$ cat src/rtl/register_writeback_arbiter_if.sv
// ALU and load-unit writeback channels into the register writeback arbiter.
// Producers use the master modport; the arbiter uses the slave modport.
interface register_writeback_arbiter_if #(
    parameter int ADDR_WIDTH = 5,
    parameter int REG_WIDTH  = 32
);
    logic                  alu_valid;
    logic                  alu_ready;
    logic [ADDR_WIDTH-1:0] alu_addr;
    logic [REG_WIDTH-1:0]  alu_data;
    logic                  mem_valid;
    logic                  mem_ready;
    logic [ADDR_WIDTH-1:0] mem_addr;
    logic [REG_WIDTH-1:0]  mem_data;

    modport master (
        output alu_valid, alu_addr, alu_data,
        output mem_valid, mem_addr, mem_data,
        input  alu_ready, mem_ready
    );

    modport slave (
        input  alu_valid, alu_addr, alu_data,
        input  mem_valid, mem_addr, mem_data,
        output alu_ready, mem_ready
    );
endinterface

$ cat src/rtl/register_writeback_arbiter.sv
// Two-channel writeback arbiter: buffers ALU and load results in a FIFO,
// drains one per cycle to the register file and forwards pending values.
module register_writeback_arbiter #(
    parameter int REG_WIDTH       = 32,
    parameter int NUM_REGS        = 32,
    parameter int ADDR_WIDTH      = $clog2(NUM_REGS),
    parameter bit REG_ZERO_GROUND = 1'b1,
    parameter int FIFO_DEPTH      = 4
) (
    input  logic                    clk,
    input  logic                    rst_n,
    register_writeback_arbiter_if.slave wb,
    output logic                    write_enable,
    output logic [ADDR_WIDTH-1:0]   write_addr,
    output logic [REG_WIDTH-1:0]    write_data,
    input  logic [ADDR_WIDTH-1:0]   fwd_addr_0,
    input  logic [ADDR_WIDTH-1:0]   fwd_addr_1,
    output logic                    fwd_hit_0,
    output logic                    fwd_hit_1,
    output logic [REG_WIDTH-1:0]    fwd_data_0,
    output logic [REG_WIDTH-1:0]    fwd_data_1,
    output logic [$clog2(FIFO_DEPTH):0] pending_count,
    output logic                    idle
);
    localparam int PW = $clog2(FIFO_DEPTH);
    localparam int CW = PW + 1;
    localparam logic [CW-1:0] DEPTH_C = CW'(FIFO_DEPTH);

    typedef struct packed {
        logic [ADDR_WIDTH-1:0] addr;
        logic [REG_WIDTH-1:0]  data;
    } entry_t;

    entry_t        fifo_q [FIFO_DEPTH];
    logic [PW-1:0] rd_ptr;
    logic [PW-1:0] wr_ptr;
    logic [PW-1:0] second_ptr;
    logic [CW-1:0] count;
    logic [CW-1:0] free;
    logic [CW-1:0] push_n;
    logic          prio_mem;
    logic          alu_acc;
    logic          mem_acc;
    logic          alu_push;
    logic          mem_push;
    logic          first_push;
    logic          second_push;
    logic          toggle;
    logic          pop;
    entry_t        alu_e;
    entry_t        mem_e;
    entry_t        first_e;
    entry_t        second_e;

    assign free = DEPTH_C - count;

    // Readiness comes from occupancy only; the last free slot goes to priority.
    always_comb begin
        wb.alu_ready = 1'b0;
        wb.mem_ready = 1'b0;
        if (rst_n) begin
            if (free >= CW'(2)) begin
                wb.alu_ready = 1'b1;
                wb.mem_ready = 1'b1;
            end else if (free == CW'(1)) begin
                wb.alu_ready = ~prio_mem;
                wb.mem_ready = prio_mem;
            end
        end
    end

    assign alu_acc  = wb.alu_valid & wb.alu_ready;
    assign mem_acc  = wb.mem_valid & wb.mem_ready;
    assign alu_push = alu_acc & ~(REG_ZERO_GROUND && wb.alu_addr == '0);
    assign mem_push = mem_acc & ~(REG_ZERO_GROUND && wb.mem_addr == '0);
    assign alu_e    = '{addr: wb.alu_addr, data: wb.alu_data};
    assign mem_e    = '{addr: wb.mem_addr, data: wb.mem_data};

    always_comb begin
        first_push  = alu_push;
        first_e     = alu_e;
        second_push = mem_push;
        second_e    = mem_e;
        if (prio_mem) begin
            first_push  = mem_push;
            first_e     = mem_e;
            second_push = alu_push;
            second_e    = alu_e;
        end
    end

    assign second_ptr = first_push ? wr_ptr + PW'(1) : wr_ptr;
    assign push_n     = CW'(first_push) + CW'(second_push);
    assign pop        = (count != '0);
    assign toggle     = prio_mem ? (mem_acc & wb.alu_valid)
                                 : (alu_acc & wb.mem_valid);

    always_ff @(posedge clk or negedge rst_n) begin
        if (!rst_n) begin
            rd_ptr       <= '0;
            wr_ptr       <= '0;
            count        <= '0;
            prio_mem     <= 1'b0;
            write_enable <= 1'b0;
            write_addr   <= '0;
            write_data   <= '0;
        end else begin
            if (pop) begin
                write_enable <= 1'b1;
                write_addr   <= fifo_q[rd_ptr].addr;
                write_data   <= fifo_q[rd_ptr].data;
                rd_ptr       <= rd_ptr + PW'(1);
            end else begin
                write_enable <= 1'b0;
            end
            wr_ptr <= wr_ptr + PW'(push_n);
            count  <= count + push_n - CW'(pop);
            if (toggle) prio_mem <= ~prio_mem;
        end
    end

    always_ff @(posedge clk or negedge rst_n) begin
        if (!rst_n) begin
            for (int i = 0; i < FIFO_DEPTH; i++) fifo_q[i] <= '0;
        end else begin
            if (first_push)  fifo_q[wr_ptr]     <= first_e;
            if (second_push) fifo_q[second_ptr] <= second_e;
        end
    end

    // Later FIFO slots are younger, so a later match overrides an earlier one.
    function automatic logic [REG_WIDTH:0] lookup(
        input logic [ADDR_WIDTH-1:0] a
    );
        logic                 hit;
        logic [REG_WIDTH-1:0] data;
        logic [PW-1:0]        idx;
        hit  = write_enable && (write_addr == a);
        data = hit ? write_data : '0;
        for (int i = 0; i < FIFO_DEPTH; i++) begin
            idx = rd_ptr + PW'(i);
            if (CW'(i) < count && fifo_q[idx].addr == a) begin
                hit  = 1'b1;
                data = fifo_q[idx].data;
            end
        end
        if (REG_ZERO_GROUND && a == '0) begin
            hit  = 1'b0;
            data = '0;
        end
        return {hit, data};
    endfunction

    assign {fwd_hit_0, fwd_data_0} = lookup(fwd_addr_0);
    assign {fwd_hit_1, fwd_data_1} = lookup(fwd_addr_1);

    assign pending_count = count;
    assign idle          = (count == '0) & ~write_enable;
endmodule

$ cat src/flat_wrapper.sv
// flat-port wrapper written by rule: the top's interface ports become plain ports
module register_writeback_arbiter_flat 
#(
    parameter int REG_WIDTH       = 32,
    parameter int NUM_REGS        = 32,
    parameter int ADDR_WIDTH      = $clog2(NUM_REGS),
    parameter bit REG_ZERO_GROUND = 1'b1,
    parameter int FIFO_DEPTH      = 4
)
  (clk, rst_n, write_enable, write_addr, write_data, fwd_addr_0, fwd_addr_1, fwd_hit_0, fwd_hit_1, fwd_data_0, fwd_data_1, pending_count, idle, wb_alu_valid, wb_alu_addr, wb_alu_data, wb_mem_valid, wb_mem_addr, wb_mem_data, wb_alu_ready, wb_mem_ready);
  register_writeback_arbiter_if #(.ADDR_WIDTH(ADDR_WIDTH), .REG_WIDTH(REG_WIDTH)) wb_i ();
  input  logic clk;
  input  logic rst_n;
  output logic write_enable;
  output logic [ADDR_WIDTH-1:0] write_addr;
  output logic [REG_WIDTH-1:0] write_data;
  input  logic [ADDR_WIDTH-1:0] fwd_addr_0;
  input  logic [ADDR_WIDTH-1:0] fwd_addr_1;
  output logic fwd_hit_0;
  output logic fwd_hit_1;
  output logic [REG_WIDTH-1:0] fwd_data_0;
  output logic [REG_WIDTH-1:0] fwd_data_1;
  output logic [$clog2(FIFO_DEPTH):0] pending_count;
  output logic idle;
  input wire logic [$bits(wb_i.alu_valid)-1:0] wb_alu_valid;
  input wire logic [$bits(wb_i.alu_addr)-1:0] wb_alu_addr;
  input wire logic [$bits(wb_i.alu_data)-1:0] wb_alu_data;
  input wire logic [$bits(wb_i.mem_valid)-1:0] wb_mem_valid;
  input wire logic [$bits(wb_i.mem_addr)-1:0] wb_mem_addr;
  input wire logic [$bits(wb_i.mem_data)-1:0] wb_mem_data;
  output wire logic [$bits(wb_i.alu_ready)-1:0] wb_alu_ready;
  output wire logic [$bits(wb_i.mem_ready)-1:0] wb_mem_ready;
  assign wb_i.alu_valid = wb_alu_valid;
  assign wb_i.alu_addr = wb_alu_addr;
  assign wb_i.alu_data = wb_alu_data;
  assign wb_i.mem_valid = wb_mem_valid;
  assign wb_i.mem_addr = wb_mem_addr;
  assign wb_i.mem_data = wb_mem_data;
  assign wb_alu_ready = wb_i.alu_ready;
  assign wb_mem_ready = wb_i.mem_ready;
  register_writeback_arbiter #(.REG_WIDTH(REG_WIDTH), .NUM_REGS(NUM_REGS), .ADDR_WIDTH(ADDR_WIDTH), .REG_ZERO_GROUND(REG_ZERO_GROUND), .FIFO_DEPTH(FIFO_DEPTH)) u_core (.clk(clk), .rst_n(rst_n), .wb(wb_i), .write_enable(write_enable), .write_addr(write_addr), .write_data(write_data), .fwd_addr_0(fwd_addr_0), .fwd_addr_1(fwd_addr_1), .fwd_hit_0(fwd_hit_0), .fwd_hit_1(fwd_hit_1), .fwd_data_0(fwd_data_0), .fwd_data_1(fwd_data_1), .pending_count(pending_count), .idle(idle));
endmodule
$ cat config.mk
export PLATFORM = sky130hd
export DESIGN_NAME = register_writeback_arbiter_flat
export DESIGN_NICKNAME = d
export VERILOG_FILES = /design/src/rtl/register_writeback_arbiter_if.sv /design/src/rtl/register_writeback_arbiter.sv /design/src/flat_wrapper.sv
export SDC_FILE = /design/constraint.sdc
export NUM_CORES = 1
export LEC_CHECK = 0
export CAP_MARGIN = 10
export CORE_UTILIZATION = 40
export DETAILED_ROUTE_END_ITERATION = 8
export GPL_ROUTABILITY_DRIVEN = 0
export GPL_TIMING_DRIVEN = 0
export PLACE_DENSITY_LB_ADDON = 0.1
export SLEW_MARGIN = 20
export SYNTH_ARGS = -nofsm -noshare
export SYNTH_HDL_FRONTEND = slang
export SYNTH_SLANG_ARGS = --single-unit
$ cat constraint.sdc
create_clock -name clk -period 3.38 [get_ports clk]
set_input_delay 0.676 -clock clk [delete_from_list [all_inputs] [get_ports clk]]
set_output_delay 0.676 -clock clk [all_outputs]
set_load 0.03 [all_outputs]
Yosys cells after proc, flatten, opt, wreduce, memory -nomap -nowiden
Index checks and enable logic that the tools add are counted.
Word-level totals
  bits in latches: 0
  input port bits: 88
  RAM bits: 0
  memories kept: 0
  ROM bits: 0
  flip-flop bits (word level): 194
Cells by class
  shift-type cells: 0
  muxes and demuxes: 55
  div/mod/pow operators: 0
  bitwise operators: 17
  reduce and logical (&&, ||, !) cells: 18
  multipliers: 0
  order comparisons: 13
  eq/ne operators: 11
  $add $sub $neg: 9
Operators with widths (number)
  37-bit two-way mux: 12
  32-bit two-way mux: 12
  37-bit binary-select mux with 2-bit select: 4
  148-bit bitwise mux: 2
  148-bit two-way mux: 2
  37-bit demux with 2-bit select: 2
  5-bit == test: 10
  5-bit logical NOT: 4
  1-bit two-way mux: 20
  3-bit greater-or-equal comparator (second input constant): 6
  2-bit inverter with 3-bit output: 6
  1-bit logical AND: 12
  1-bit AND: 7
  1-bit by 3-bit < comparator with 1-bit output (first input constant): 2
  2-bit by 3-bit < comparator with 1-bit output (first input constant): 2
  3-bit by 1-bit < comparator with 1-bit output (second input constant): 2
  2-bit by 1-bit adder with 2-bit output (second input constant): 2
  2-bit adder (second input constant): 2
  1-bit inverter: 4
  3-bit adder: 1
  3-bit by 1-bit == test with 1-bit output (second input constant): 1
  3-bit by 2-bit greater-or-equal comparator with 1-bit output (second input constant): 1
  3-bit logical NOT: 1
  3-bit nonzero test: 1
  5 further kinds: 5

Depth between registers and ports, before layout
Gate-level depths: netlist of the first run.
  word-level depth: 16
  gate-level depth with buffers: 13

Least setup slack after synthesis of the first run
Ideal clock, no wire load.
  path type: input to output
  start point: input port fwd_addr_1[1]
  end point: output port fwd_data_1[31]
  path buffers: 1
  stages: 7
  setup slack: -0.464 ns
  required time: 2.704 ns
  arrival time: 3.168 ns
  cells stage by stage: clkbuf_1 -> nand2b_1 -> mux2i_1 -> o31ai_1 -> o31a_1 -> o21ai_1 -> o311ai_0
On the way
  cells in the longest elaborated chain, start to end: 8
RTL lines
  from (decl): RTL line flat_wrapper.sv:18  | input logic [ADDR_WIDTH-1:0] fwd_addr_1;
  5-bit == test: RTL line register_writeback_arbiter.sv:138  | hit = write_enable && (write_addr == a);
  1-bit logical AND: RTL line register_writeback_arbiter.sv:138
  32-bit two-way mux: RTL line register_writeback_arbiter.sv:139  | data = hit ? write_data : '0;
  32-bit two-way mux (4 in a row): RTL line register_writeback_arbiter.sv:142  | if (CW'(i) < count && fifo_q[idx].addr == a) begin
  32-bit two-way mux *: RTL line register_writeback_arbiter.sv:147  | if (REG_ZERO_GROUND && a == '0) begin
  to (decl): RTL line flat_wrapper.sv:22  | output logic [REG_WIDTH-1:0] fwd_data_1;
Every way passes the cells marked *; elsewhere a longest branch is shown, timed or not.

Worst setup path after layout of the first run
  start point: register u_core.rd_ptr[0]
  end point: output port fwd_data_0[29]
On the way
  cells in the longest elaborated chain, start to end: 11
RTL lines
  from (decl): RTL line register_writeback_arbiter.sv:35  | logic [PW-1:0] rd_ptr;
  from (signal assigned): RTL line register_writeback_arbiter.sv:112  | rd_ptr <= rd_ptr + PW'(1);
  2-bit by 1-bit adder with 2-bit output or 2-bit inverter with 3-bit output (tied branches): RTL line register_writeback_arbiter.sv:141, register_writeback_arbiter.sv:142, register_writeback_arbiter.sv:144
  2-bit inverter with 3-bit output (implied by the code) or 37-bit binary-select mux with 2-bit select (tied branches): RTL line register_writeback_arbiter.sv:142, register_writeback_arbiter.sv:144
  37-bit binary-select mux with 2-bit select or 37-bit two-way mux (tied branches): RTL line register_writeback_arbiter.sv:142, register_writeback_arbiter.sv:144
  37-bit two-way mux (implied by the code): RTL line register_writeback_arbiter.sv:142
  37-bit two-way mux (implied by the code) or 5-bit == test (tied branches): RTL line register_writeback_arbiter.sv:142
  5-bit == test or 1-bit logical AND (tied branches): RTL line register_writeback_arbiter.sv:142
  1-bit logical AND or 32-bit two-way mux (tied branches): RTL line register_writeback_arbiter.sv:142
  32-bit two-way mux (2 in a row): RTL line register_writeback_arbiter.sv:142
  32-bit two-way mux *: RTL line register_writeback_arbiter.sv:142
  32-bit two-way mux *: RTL line register_writeback_arbiter.sv:147
  to (decl): RTL line flat_wrapper.sv:21  | output logic [REG_WIDTH-1:0] fwd_data_0;
Every way passes the cells marked *; elsewhere a longest branch is shown, timed or not. The select of a mux whose other input is x is not followed.

==> flow_results.xml, run 1 <==
<?xml version="1.0" encoding="UTF-8"?>
<metrics>
  <group name="outcome">
    <metric name="status" unit="">complete, but fails checks</metric>
    <metric name="violations_in_the_final_reports" unit="">setup timing</metric>
  </group>
  <group name="timing">
    <metric name="final.setup.tns" unit="ns">-53.18</metric>
    <metric name="timing.slew.headroom" unit="">0.277</metric>
    <metric name="worst_margin_pin_slew" unit="ns">1.08</metric>
    <metric name="finalHoldViolations" unit="">0</metric>
    <metric name="final_ws_setup" unit="ns">-0.927</metric>
    <metric name="report.final.setup_viol" unit="">66</metric>
    <metric name="fmax" unit="MHz">232</metric>
    <metric name="fin_worst_skew" unit="ns">0.0181</metric>
    <metric name="min_period_over_period" unit="">1.27</metric>
    <metric name="final_critical_path_time_including_i_o_delays_and_setup" unit="ns">4.31</metric>
    <metric name="unrepaired_setup_endpoints_after_global_routing" unit="">true</metric>
    <metric name="max_slew_vio_count" unit="">0</metric>
  </group>
  <group name="global_route">
    <metric name="grt_antenna_before_repair" unit="">15</metric>
    <metric name="wire_length_of_the_first_global_routing_pass" unit="mm">128</metric>
    <metric name="grt_start_max_net_pins" unit="">92</metric>
    <metric name="remaining_overflow_grt" unit="">0</metric>
    <metric name="track_usage" unit="">0.368</metric>
    <metric name="first_global_vias" unit="">19500</metric>
  </group>
  <group name="yosys">
    <metric name="postSynthCellCount" unit="">2025</metric>
    <metric name="syn-mean-instance-area" unit="sq um">8.88</metric>
    <metric name="synth.net_count" unit="">2127</metric>
    <metric name="sequential_to_total_area_share_from_yosys_stat" unit="">0.270</metric>
    <metric name="async_reset_ff_frac" unit="">1.00</metric>
    <metric name="yosysUniqueCellTypes" unit="">70</metric>
    <metric name="yosys_most_used_dff" unit="">sky130_fd_sc_hd__dfrtp_1</metric>
    <metric name="synth_edf_count" unit="">0</metric>
    <metric name="ys_seq_elements" unit="">194</metric>
    <metric name="synth_warnings" unit="">0</metric>
    <metric name="synth_area" unit="sq um">18000</metric>
  </group>
  <group name="floorplan">
    <metric name="fp.dieArea" unit="sq um">45800</metric>
    <metric name="core_area" unit="sq um">44300</metric>
    <metric name="io_pins" unit="">198</metric>
    <metric name="dieHeight" unit="um">214</metric>
    <metric name="horizontal_extent_of_the_die" unit="um">214</metric>
    <metric name="row_count" unit="">77</metric>
    <metric name="start_util" unit="">0.406</metric>
  </group>
  <group name="drt">
    <metric name="wl_met1" unit="mm">34.8</metric>
    <metric name="detailed_router_iteration_count_before_antenna_repair" unit="">5</metric>
    <metric name="route.detailed.drc" unit="">0</metric>
    <metric name="post_drt_wl_per_cell" unit="um">30.8</metric>
    <metric name="dr.max_layer_used" unit="">met5</metric>
    <metric name="route.antenna.remaining_nets" unit="">0</metric>
    <metric name="vias" unit="">20500</metric>
    <metric name="detailroute.wirelength.met3" unit="mm">7.09</metric>
    <metric name="drtIter0Drc" unit="">2598</metric>
    <metric name="wl" unit="mm">87.3</metric>
    <metric name="per_cell_via_count_in_the_routed_design" unit="">7.22</metric>
    <metric name="detailroute.wirelength.met2" unit="mm">39.5</metric>
  </group>
  <group name="power_and_ir_drop">
    <metric name="irDropWorstVdd" unit="uV">639</metric>
    <metric name="power.net_switching" unit="mW">13.8</metric>
    <metric name="power.share.switching" unit="">0.538</metric>
    <metric name="power.static_leakage" unit="nW">9.05</metric>
    <metric name="cellPowerDensity" unit="nW/um^2">1070</metric>
    <metric name="combinational_fraction_of_design_power" unit="">0.737</metric>
    <metric name="p_int" unit="mW">11.9</metric>
    <metric name="p_clk_frac" unit="">0.085</metric>
    <metric name="power.sequential.fraction" unit="">0.179</metric>
  </group>
  <group name="cts">
    <metric name="cts.clk_slew.worst_paths" unit="ns">0.09</metric>
    <metric name="h-tree-depth" unit="">4</metric>
    <metric name="cts_sinks" unit="">194</metric>
    <metric name="max-clock-path-buffers" unit="">2</metric>
    <metric name="cts_made_buffers" unit="">17</metric>
    <metric name="tritoncts_clock_tree" unit="">done</metric>
    <metric name="clk_latency" unit="ns">0.52</metric>
    <metric name="cts-hold-fix-buffers" unit="">0</metric>
    <metric name="clk_root_buffer_cell" unit="">sky130_fd_sc_hd__clkbuf_16</metric>
  </group>
  <group name="setup_path">
    <metric name="top_fanout_value_on_the_critical_path" unit="">10</metric>
    <metric name="regToRegStartpoint" unit="">u_core.pending_count[0]</metric>
    <metric name="signal_arrival_time_at_the_worst_endpoint" unit="ns">3.63</metric>
    <metric name="regToRegEndpoint" unit="">u_core.fifo_q[144]</metric>
    <metric name="worstPathRequired" unit="ns">2.70</metric>
    <metric name="reg2reg_depth" unit="">12</metric>
    <metric name="ff2ff_setup_slack" unit="ns">0.07</metric>
    <metric name="end_kind" unit="">primary output</metric>
    <metric name="critical_path.startpoint_type" unit="">flip-flop</metric>
    <metric name="path_class" unit="">flip-flop to primary output</metric>
  </group>
  <group name="layout">
    <metric name="share_of_cells_above_drive_strength_1" unit="">0.321</metric>
    <metric name="syn2layout_area_growth" unit="%">33.9</metric>
    <metric name="final_common_cell" unit="">sky130_fd_sc_hd__o221ai_1</metric>
    <metric name="num-fill-cells" unit="">4062</metric>
    <metric name="post-route-cell-area" unit="sq um">24100</metric>
    <metric name="finalNetCount" unit="">2323</metric>
    <metric name="commonest_cells_after_routing_fill_and_taps_aside" unit="">295 x sky130_fd_sc_hd__o221ai_1, 195 x sky130_fd_sc_hd__nand2_1, 192 x sky130_fd_sc_hd__dfrtp_1, 147 x sky130_fd_sc_hd__a2bb2oi_1, 112 x sky130_fd_sc_hd__clkbuf_1</metric>
  </group>
  <group name="worst_hold_path">
    <metric name="min_path_type" unit="">input pin to asynchronous set/reset pin</metric>
  </group>
  <group name="run">
    <metric name="cap_viol_max_count" unit="">0</metric>
  </group>
  <group name="place">
    <metric name="placedInstanceArea" unit="sq um">20400</metric>
    <metric name="place.detailed.hpwl" unit="mm">63.3</metric>
    <metric name="port_buffers" unit="">113</metric>
  </group>
</metrics>
stage by stage:
step | power (mW) | hold WS [ns] | util | std cells | setup slack (ns)
after floorplan | 15.0 | 0.380 | - | 2025 | 0.00441
after global placement | 19.9 | 0.525 | 0.458 | 2730 | -8.80
after detailed placement | 20.2 | 0.527 | 0.459 | 2732 | -1.60
after CTS | 24.4 | 0.00332 | 0.524 | 2803 | -0.883
after global routing | 26.8 | 0.0228 | 0.543 | 2830 | -0.943
final | 25.7 | 0.00281 | 0.543 | 2834 | -0.927
cells in the mapped netlist (24+ instances only):
master | count | share of area
sky130_fd_sc_hd__a221o_2 | 28 | 0.018
sky130_fd_sc_hd__nor3b_1 | 35 | 0.015
sky130_fd_sc_hd__mux2_2 | 64 | 0.040
sky130_fd_sc_hd__and3_1 | 63 | 0.022
sky130_fd_sc_hd__a311o_1 | 31 | 0.017
sky130_fd_sc_hd__nor2_1 | 101 | 0.021
sky130_fd_sc_hd__a221oi_1 | 33 | 0.016
sky130_fd_sc_hd__o21ai_0 | 38 | 0.011
sky130_fd_sc_hd__a21oi_1 | 95 | 0.026
sky130_fd_sc_hd__mux2i_1 | 70 | 0.039
sky130_fd_sc_hd__nand2_1 | 201 | 0.042
sky130_fd_sc_hd__xnor2_1 | 37 | 0.018
sky130_fd_sc_hd__o31ai_1 | 34 | 0.014
sky130_fd_sc_hd__a2bb2oi_1 | 148 | 0.072
sky130_fd_sc_hd__buf_2 | 71 | 0.020
sky130_fd_sc_hd__dfrtp_1 | 194 | 0.27
sky130_fd_sc_hd__a2111oi_2 | 28 | 0.023
sky130_fd_sc_hd__nand3_1 | 34 | 0.0095
sky130_fd_sc_hd__a32oi_1 | 30 | 0.015
sky130_fd_sc_hd__buf_1 | 32 | 0.0067
sky130_fd_sc_hd__o221ai_1 | 296 | 0.14
sky130_fd_sc_hd__clkbuf_1 | 176 | 0.037
sky130_fd_sc_hd__xor2_1 | 24 | 0.012
power groups by stage:
stage	Sequential [mW]	Clock (mW)	Combinational [mW]
floorplan	4.27	0	10.7
global placement	4.44	0	15.5
detailed placement	4.46	0	15.8
CTS	4.50	2.19	17.7
global route	4.63	2.28	19.9
finish	4.60	2.17	18.9
critical path, cell delays in order (launching register included):
cell                        delay (ns)
sky130_fd_sc_hd__dfrtp_1          0.42
sky130_fd_sc_hd__buf_6            0.17
sky130_fd_sc_hd__buf_12           0.14
sky130_fd_sc_hd__mux4_2           0.55
sky130_fd_sc_hd__xnor2_1          0.20
sky130_fd_sc_hd__nand4_1          0.15
sky130_fd_sc_hd__or3_4            0.48
sky130_fd_sc_hd__buf_12           0.19
sky130_fd_sc_hd__a2111oi_2        0.42
sky130_fd_sc_hd__a311o_1          0.24
sky130_fd_sc_hd__buf_6            0.15
state kept, by name (all words and copies together), names as in the netlist:
signal	flops
u_core.fifo_q	148
u_core.write_data	32
u_core.write_addr	5
u_core.pending_count	3
u_core.rd_ptr	2
u_core.wr_ptr	2
u_core.prio_mem	1
u_core.write_enable	1
cell type report:
cell class / count / area [sq um] / area share
Antenna cell: 8 / 20.0 / 0.000831
Buffer: 316 / 2030 / 0.0843
Clock buffer: 18 / 439 / 0.0182
Clock inverter: 14 / 149 / 0.00618
Inverter: 17 / 71.3 / 0.00296
Multi-Input combinational cell: 1494 / 13700 / 0.569
Sequential cell: 194 / 4860 / 0.202
Tap cell: 592 / 741 / 0.0308
Timing Repair Buffer: 181 / 2080 / 0.0863
metal layers:
layer,global-route usage,vias to the layer above
met1,0.467,10300
met3,0.0716,324
li1,-,8581
met2,0.582,1273
met5,0,-
met4,0.217,20
logic make-up (layout without fill, tap and decap cells):
family | Yosys count | count (layout) | synth area share
AO/OA/AOI/OAI | 800 | 800 | 0.378
adder cells (fa/ha/maj) | 14 | 14 | 0.0102
AND/OR/NAND/NOR | 467 | 467 | 0.123
flip-flops | 194 | 194 | 0.270
other | 0 | 8 | 0
buffers and inverters | 337 | 546 | 0.0878
XOR/XNOR | 61 | 61 | 0.0297
multiplexers | 152 | 152 | 0.102
worst max-delay path by stage:
stage                                start  cells past startpoint           endpoint  slack (ns)
after floorplan              fwd_addr_1[1]                      8     fwd_data_1[11]       0.004
after global placement               rst_n                      7  u_core.fifo_q[25]       -8.80
after detailed placement     fwd_addr_1[1]                      9      fwd_data_1[3]       -1.60
after CTS                 u_core.rd_ptr[0]                     11     fwd_data_0[29]       -0.88
after global routing      u_core.rd_ptr[0]                     11     fwd_data_0[22]       -0.94
final                     u_core.rd_ptr[0]                     10     fwd_data_0[29]       -0.93
timing repair:
| action | 4_1_cts | 5_1_grt |
|---|---|---|
| pin swaps | 65 | 27 |
| gates cloned | 7 | 6 |
| gates resized for setup | 826 | 140 |
| setup buffers | 34 | 19 |
| setup endpoints to repair | 220 | 203 |
No activity file was read; power rests on OpenSTA's default activity.
==> run 2: changes to the inputs <==
Settings changed: CAP_MARGIN 10 to unset.
==> results of run 2 <==
No change in the layout: final DEF, timing and power equal those of run 1.
==> run 3: changes to the inputs <==
Settings changed: SLEW_MARGIN 20 to unset.
==> run 3 against run 2 <==
Critical path depth increased by 3. Sequential share of layout area decreased by 1.1 points. Clock skew decreased by 0.0024 ns. Critical path type unchanged. Highest routed layer unchanged. Fmax decreased by 1.2%. Core utilization increased by 3.1 points. Die area unchanged. The flow still finishes with violations (setup timing).
==> flow_results.xml, run 3 (synthesized netlist as in run 1, its figures left out) <==
<?xml version="1.0" encoding="UTF-8"?>
<metrics>
  <group name="power_and_ir_drop">
    <metric name="p_clk_frac" unit="">0.080</metric>
    <metric name="power.share.switching" unit="">0.535</metric>
    <metric name="power.sequential.fraction" unit="">0.171</metric>
    <metric name="combinational_fraction_of_design_power" unit="">0.749</metric>
    <metric name="cellPowerDensity" unit="nW/um^2">1060</metric>
    <metric name="power.static_leakage" unit="nW">9.52</metric>
    <metric name="p_int" unit="mW">12.6</metric>
    <metric name="p_total" unit="mW">27.1</metric>
    <metric name="irDropWorstVdd" unit="uV">623</metric>
    <metric name="power.net_switching" unit="mW">14.5</metric>
  </group>
  <group name="place">
    <metric name="port_buffers" unit="">113</metric>
    <metric name="detailedPlace.worstSlack" unit="ns">-1.56</metric>
    <metric name="place.detailed.hpwl" unit="mm">62.9</metric>
    <metric name="dpl.cell_count" unit="">2731</metric>
  </group>
  <group name="cts">
    <metric name="cts.clk_slew.worst_paths" unit="ns">0.08</metric>
    <metric name="cts_made_buffers" unit="">17</metric>
    <metric name="max-clock-path-buffers" unit="">2</metric>
    <metric name="tritoncts_clock_tree" unit="">done</metric>
    <metric name="clk_root_buffer_cell" unit="">sky130_fd_sc_hd__clkbuf_16</metric>
    <metric name="h-tree-depth" unit="">4</metric>
    <metric name="clk_latency" unit="ns">0.52</metric>
    <metric name="cts_sinks" unit="">194</metric>
  </group>
  <group name="floorplan">
    <metric name="fp.dieArea" unit="sq um">45800</metric>
    <metric name="dieHeight" unit="um">214</metric>
    <metric name="io_pins" unit="">198</metric>
    <metric name="horizontal_extent_of_the_die" unit="um">214</metric>
    <metric name="start_util" unit="">0.406</metric>
    <metric name="core_area" unit="sq um">44300</metric>
    <metric name="row_count" unit="">77</metric>
  </group>
  <group name="layout">
    <metric name="layout.cells.non_filler" unit="">2888</metric>
    <metric name="share_of_cells_above_drive_strength_1" unit="">0.369</metric>
    <metric name="final_common_cell" unit="">sky130_fd_sc_hd__o221ai_1</metric>
    <metric name="syn2layout_area_growth" unit="%">41.6</metric>
    <metric name="num-fill-cells" unit="">3824</metric>
    <metric name="finalNetCount" unit="">2374</metric>
    <metric name="post-route-util" unit="">0.574</metric>
    <metric name="top_register" unit="">u_core.fifo_q</metric>
    <metric name="largest_register_ffs" unit="">148</metric>
    <metric name="reg_top3" unit="">u_core.fifo_q: 148 flops, u_core.write_data: 32 flops, u_core.write_addr: 5 flops</metric>
    <metric name="commonest_cells_after_routing_fill_and_taps_aside" unit="">267 x sky130_fd_sc_hd__o221ai_1, 192 x sky130_fd_sc_hd__nand2_1, 191 x sky130_fd_sc_hd__dfrtp_1, 131 x sky130_fd_sc_hd__a2bb2oi_1, 123 x sky130_fd_sc_hd__buf_6</metric>
  </group>
  <group name="timing">
    <metric name="final.setup.tns" unit="ns">-60.77</metric>
    <metric name="timing.slew.headroom" unit="">0.276</metric>
    <metric name="worst_margin_pin_slew" unit="ns">1.09</metric>
    <metric name="fin_worst_skew" unit="ns">0.0157</metric>
    <metric name="unrepaired_setup_endpoints_after_global_routing" unit="">true</metric>
    <metric name="finalHoldViolations" unit="">0</metric>
    <metric name="max_slew_vio_count" unit="">0</metric>
    <metric name="final_critical_path_time_including_i_o_delays_and_setup" unit="ns">4.36</metric>
    <metric name="min_period_over_period" unit="">1.29</metric>
    <metric name="final_ws_setup" unit="ns">-0.979</metric>
    <metric name="report.final.setup_viol" unit="">108</metric>
    <metric name="fmax" unit="MHz">229</metric>
  </group>
  <group name="worst_hold_path">
    <metric name="min_path_type" unit="">input pin to asynchronous set/reset pin</metric>
  </group>
  <group name="drt">
    <metric name="detailroute.wirelength.met2" unit="mm">40.9</metric>
    <metric name="per_cell_via_count_in_the_routed_design" unit="">7.22</metric>
    <metric name="detailroute.wirelength.met3" unit="mm">7.95</metric>
    <metric name="vias" unit="">20900</metric>
    <metric name="detailed_router_iteration_count_before_antenna_repair" unit="">6</metric>
    <metric name="wl_met1" unit="mm">35.4</metric>
    <metric name="post_drt_wl_per_cell" unit="um">31.2</metric>
    <metric name="dr.max_layer_used" unit="">met5</metric>
    <metric name="route.antenna.remaining_nets" unit="">0</metric>
    <metric name="wl" unit="mm">90.1</metric>
    <metric name="route.detailed.drc" unit="">0</metric>
    <metric name="drtIter0Drc" unit="">2957</metric>
  </group>
  <group name="setup_path">
    <metric name="regToRegStartpoint" unit="">u_core.pending_count[0]</metric>
    <metric name="crit_path_start" unit="">u_core.rd_ptr[0]</metric>
    <metric name="critical_path.startpoint_type" unit="">flip-flop</metric>
    <metric name="signal_arrival_time_at_the_worst_endpoint" unit="ns">3.68</metric>
    <metric name="end_kind" unit="">primary output</metric>
    <metric name="critical_path.cell_chain" unit="">buf_6 &gt; buf_12 &gt; buf_12 &gt; buf_16 &gt; mux2i_4 &gt; xnor2_2 &gt; or4_4 &gt; a21oi_4 &gt; buf_12 &gt; clkbuf_16 &gt; nand3_2 &gt; a311o_1 &gt; buf_6</metric>
    <metric name="top_fanout_value_on_the_critical_path" unit="">6</metric>
    <metric name="path_class" unit="">flip-flop to primary output</metric>
    <metric name="worstPathRequired" unit="ns">2.70</metric>
    <metric name="critical_path.most_common_cell" unit="">sky130_fd_sc_hd__buf_12</metric>
    <metric name="slowest_delay" unit="ns">0.48</metric>
    <metric name="cp_slowest_cell" unit="">sky130_fd_sc_hd__or4_4</metric>
  </group>
  <group name="global_route">
    <metric name="first_global_vias" unit="">19600</metric>
    <metric name="remaining_overflow_grt" unit="">0</metric>
    <metric name="track_usage" unit="">0.371</metric>
    <metric name="grt_start_max_net_pins" unit="">105</metric>
    <metric name="grt_antenna_before_repair" unit="">13</metric>
    <metric name="wire_length_of_the_first_global_routing_pass" unit="mm">128</metric>
  </group>
  <group name="run">
    <metric name="cap_viol_max_count" unit="">0</metric>
  </group>
  <group name="outcome">
    <metric name="status" unit="">complete, but fails checks</metric>
    <metric name="violations_in_the_final_reports" unit="">setup timing</metric>
  </group>
</metrics>
[run 3: changes by cell type in the layout (fill, tap and decap cells not counted), moves of 8 or more]
cell / delta
sky130_fd_sc_hd__a2111oi_4: +8
sky130_fd_sc_hd__a2bb2oi_1: -16
sky130_fd_sc_hd__a2bb2oi_2: +16
sky130_fd_sc_hd__a32oi_2: -10
sky130_fd_sc_hd__a32oi_4: +9
sky130_fd_sc_hd__buf_2: -9
sky130_fd_sc_hd__buf_4: +40
sky130_fd_sc_hd__buf_6: +25
sky130_fd_sc_hd__clkbuf_16: +10
sky130_fd_sc_hd__clkbuf_4: -14
sky130_fd_sc_hd__o221ai_1: -28
sky130_fd_sc_hd__o221ai_2: +26
[run 3: what timing repair did]
| item | 4_1_cts | 5_1_grt |
|---|---|---|
| hold buffers | 0 | 0 |
| setup endpoints to repair | 220 | 215 |
| gates resized for setup | 864 | 282 |
| buffers inserted | 55 | 47 |
| pin swaps | 66 | 67 |
| endpoints found under the hold margin | 0 | 0 |
| gates cloned | 9 | 13 |
[run 3: per-stage QoR]
step,hold WS (ns),instance area (sq um)
6_report,0.0911,25500
3_5_place_dp,0.530,20300
3_3_place_gp,0.525,20300
2_1_floorplan,0.380,18400
5_1_grt,0.148,25400
4_1_cts,0.237,23500
[run 3: critical path, delay by kind of cell, from the launching register on]
kind / cells / cell delay, ns
DFF: 1 / 0.45
muxes: 1 / 0.19
buffers and inverters: 7 / 1.04
xor gates and xnor gates: 1 / 0.16
and+or+nand+nor: 2 / 0.55
AOI/OAI and AO/OA: 2 / 0.75
[run 3: cell type report]
cell class | count | area, sq um | share of cell area
Antenna cell | 11 | 27.5 | 0.00108
Buffer | 315 | 2190 | 0.0859
Clock buffer | 18 | 429 | 0.0169
Clock inverter | 14 | 151 | 0.00595
Inverter | 17 | 76.3 | 0.00300
Multi-Input combinational cell | 1494 | 14300 | 0.564
Sequential cell | 194 | 4860 | 0.191
Tap cell | 592 | 741 | 0.0291
Timing Repair Buffer | 233 | 2630 | 0.103
[run 3: path summary, 6_finish.rpt]
| check | end | slack, ns | cells after the start |
|---|---|---|---|
| setup / recovery | fwd_data_0[19] | -0.98 | 13 |
| hold / removal | u_core.fifo_q[79] | 0.09 | 1 |
| setup reg to reg | u_core.fifo_q[63] | -0.19 | 18 |
| hold reg to reg | u_core.write_data[4] | 0.56 | 2 |
| max in group asynchronous | u_core.rd_ptr[0] | 2.28 | 2 |
| min in group clk | u_core.write_data[4] | 0.56 | 2 |
[run 3: power by group through the flow]
stage                     clock network [mW]  logic, mW  registers, mW
after floorplan                            0       10.7           4.27
after global placement                     0       15.5           4.44
after detailed placement                   0       15.8           4.45
after CTS                               2.18       18.0           4.49
after global routing                    2.26       21.2           4.65
final                                   2.17       20.3           4.63
[run 3: per-layer routing]
layer	track usage	vias to the layer above
li1	-	8695
met1	0.473	10400
met2	0.581	1389
met3	0.0679	321
met4	0.227	6
met5	0	-
==> RTL edit: new RTL, config.mk and constraints of run 2 <==
`FIFO_DEPTH` is set to 4 in 2 places; all go to 2.
--- a/src/rtl/register_writeback_arbiter.sv
+++ b/src/rtl/register_writeback_arbiter.sv
@@ -7,3 +7,3 @@
     parameter bit REG_ZERO_GROUND = 1'b1,
-    parameter int FIFO_DEPTH      = 4
+    parameter int FIFO_DEPTH      = 2
 ) (
--- a/src/flat_wrapper.sv
+++ b/src/flat_wrapper.sv
@@ -7,3 +7,3 @@
     parameter bit REG_ZERO_GROUND = 1'b1,
-    parameter int FIFO_DEPTH      = 4
+    parameter int FIFO_DEPTH      = 2
 )
Ports: changed (resized pending_count); port bits go from 198 to 197. The function was not compared with the original's and may differ.
==> RTL edit against run 2 <==
The flow still finishes with violations (setup timing). Worst setup slack gained 0.60 ns. Core utilization grew 6.2 points. Sequential cell count decreased by 77. Routed wire length fell by 58%. Final area is 46% lower. Synthesized area shrank 51%. Fmax is 16% higher. Die area is 51% lower. Clock power down 15%. Total power is 47% lower. Highest routed layer is now met4.
==> RTL edit: results (changes against run 2) <==
* DR WL/cell at 23.57 um (was 30.79 um)
* Crit-path max cell delay at 0.46 ns (was 0.55 ns)
* Net Count, Synth at 1110 (was 2127)
* Non-Clock Inverter Count at 16 (was 17)
* Final setup fails at 65 (was 66)
* DR top layer: met4 (was met5)
* Area of the multi-input gates at 0.006098 mm2 (was 0.01369 mm2)
* Setup TNS at -15.23 ns (was -53.18 ns)
* Antenna violations before repair at 0 (was 15)
* Top flop regs: u_core.fifo_q x74, u_core.write_data x32, u_core.write_addr x5 (was u_core.fifo_q x148, u_core.write_data x32, u_core.write_addr x5)
* Layout Nets at 1353 (was 2323)
* Pre-CTS WS at -1.406 ns (was -1.595 ns)
* Crit path to: fwd_data_0[27] (was fwd_data_0[29])
* Post-Route M1 WL at 15.31 mm (was 34.77 mm)
* Largest net degree at the start of global routing at 91 (was 92)
* Post-DP Area at 0.01112 mm2 (was 0.02035 mm2)
* Sequential-to-total area share from yosys stat at 33.34% (was 27.01%)
* First-pass GRT wire length at 53.76 mm (was 127.7 mm)
* Met1 Use GR at 44.18% (was 46.69%)
* Worst setup margin at -0.3241 ns (was -0.9269 ns)
* Total GRT Usage at 31.88% (was 36.83%)
* Delay-heaviest family, CP: buffers and inverters (was compound AO/OA/AOI/OAI gates)
* Routed met2 length at 16.48 mm (was 39.55 mm)
* Post-synthesis compound-gate area fraction at 27.08% (was 37.80%)
* Layout cells sized above 1 at 29.76% (was 32.05%)
* I/O Buffers at 196 (was 113)
* Peak VDD IR at 0.5263 mV (was 0.6393 mV)
* R2R Path End: u_core.pending_count[1] (was u_core.fifo_q[144])
* Bufs w/o clock at 321 (was 497)
* Synth cell types at 48 (was 70)
* Clock skew at 0.006416 ns (was 0.01810 ns)
* Final sequential cell count at 117 (was 194)
* Failing checks: setup timing (unchanged)
* Status: complete, but fails checks (unchanged)
## RTL edit: cell count changes after synthesis, moves of 35 or more
cell       change
o221ai_1     -296
nand2_1      -158
a2bb2oi_1    -146
a211oi_1      +67
clkbuf_1     -111
o21ai_0       -36
nor3b_1       -35
buf_2         -52
a21oi_1       -53
o22ai_1      +128
nor2_1        +77
and3_1        -58
nor3_1        +58
dfrtp_1       -77
## RTL edit: power groups by stage
stage,logic [uW],clock network [uW],registers [uW]
2_1_floorplan,4780,0,3170
6_report,8850,1850,3020
4_1_cts,8240,1820,2960
3_3_place_gp,7690,0,2900
5_1_grt,9360,1900,3090
3_5_place_dp,7760,0,2910
## RTL edit: timing repair
item	4_1_cts	5_1_grt
cloned	1	3
gates resized for setup	614	89
pin swaps	57	35
endpoints found under the setup margin	69	68
buffers inserted	10	16
hold buffers	0	0
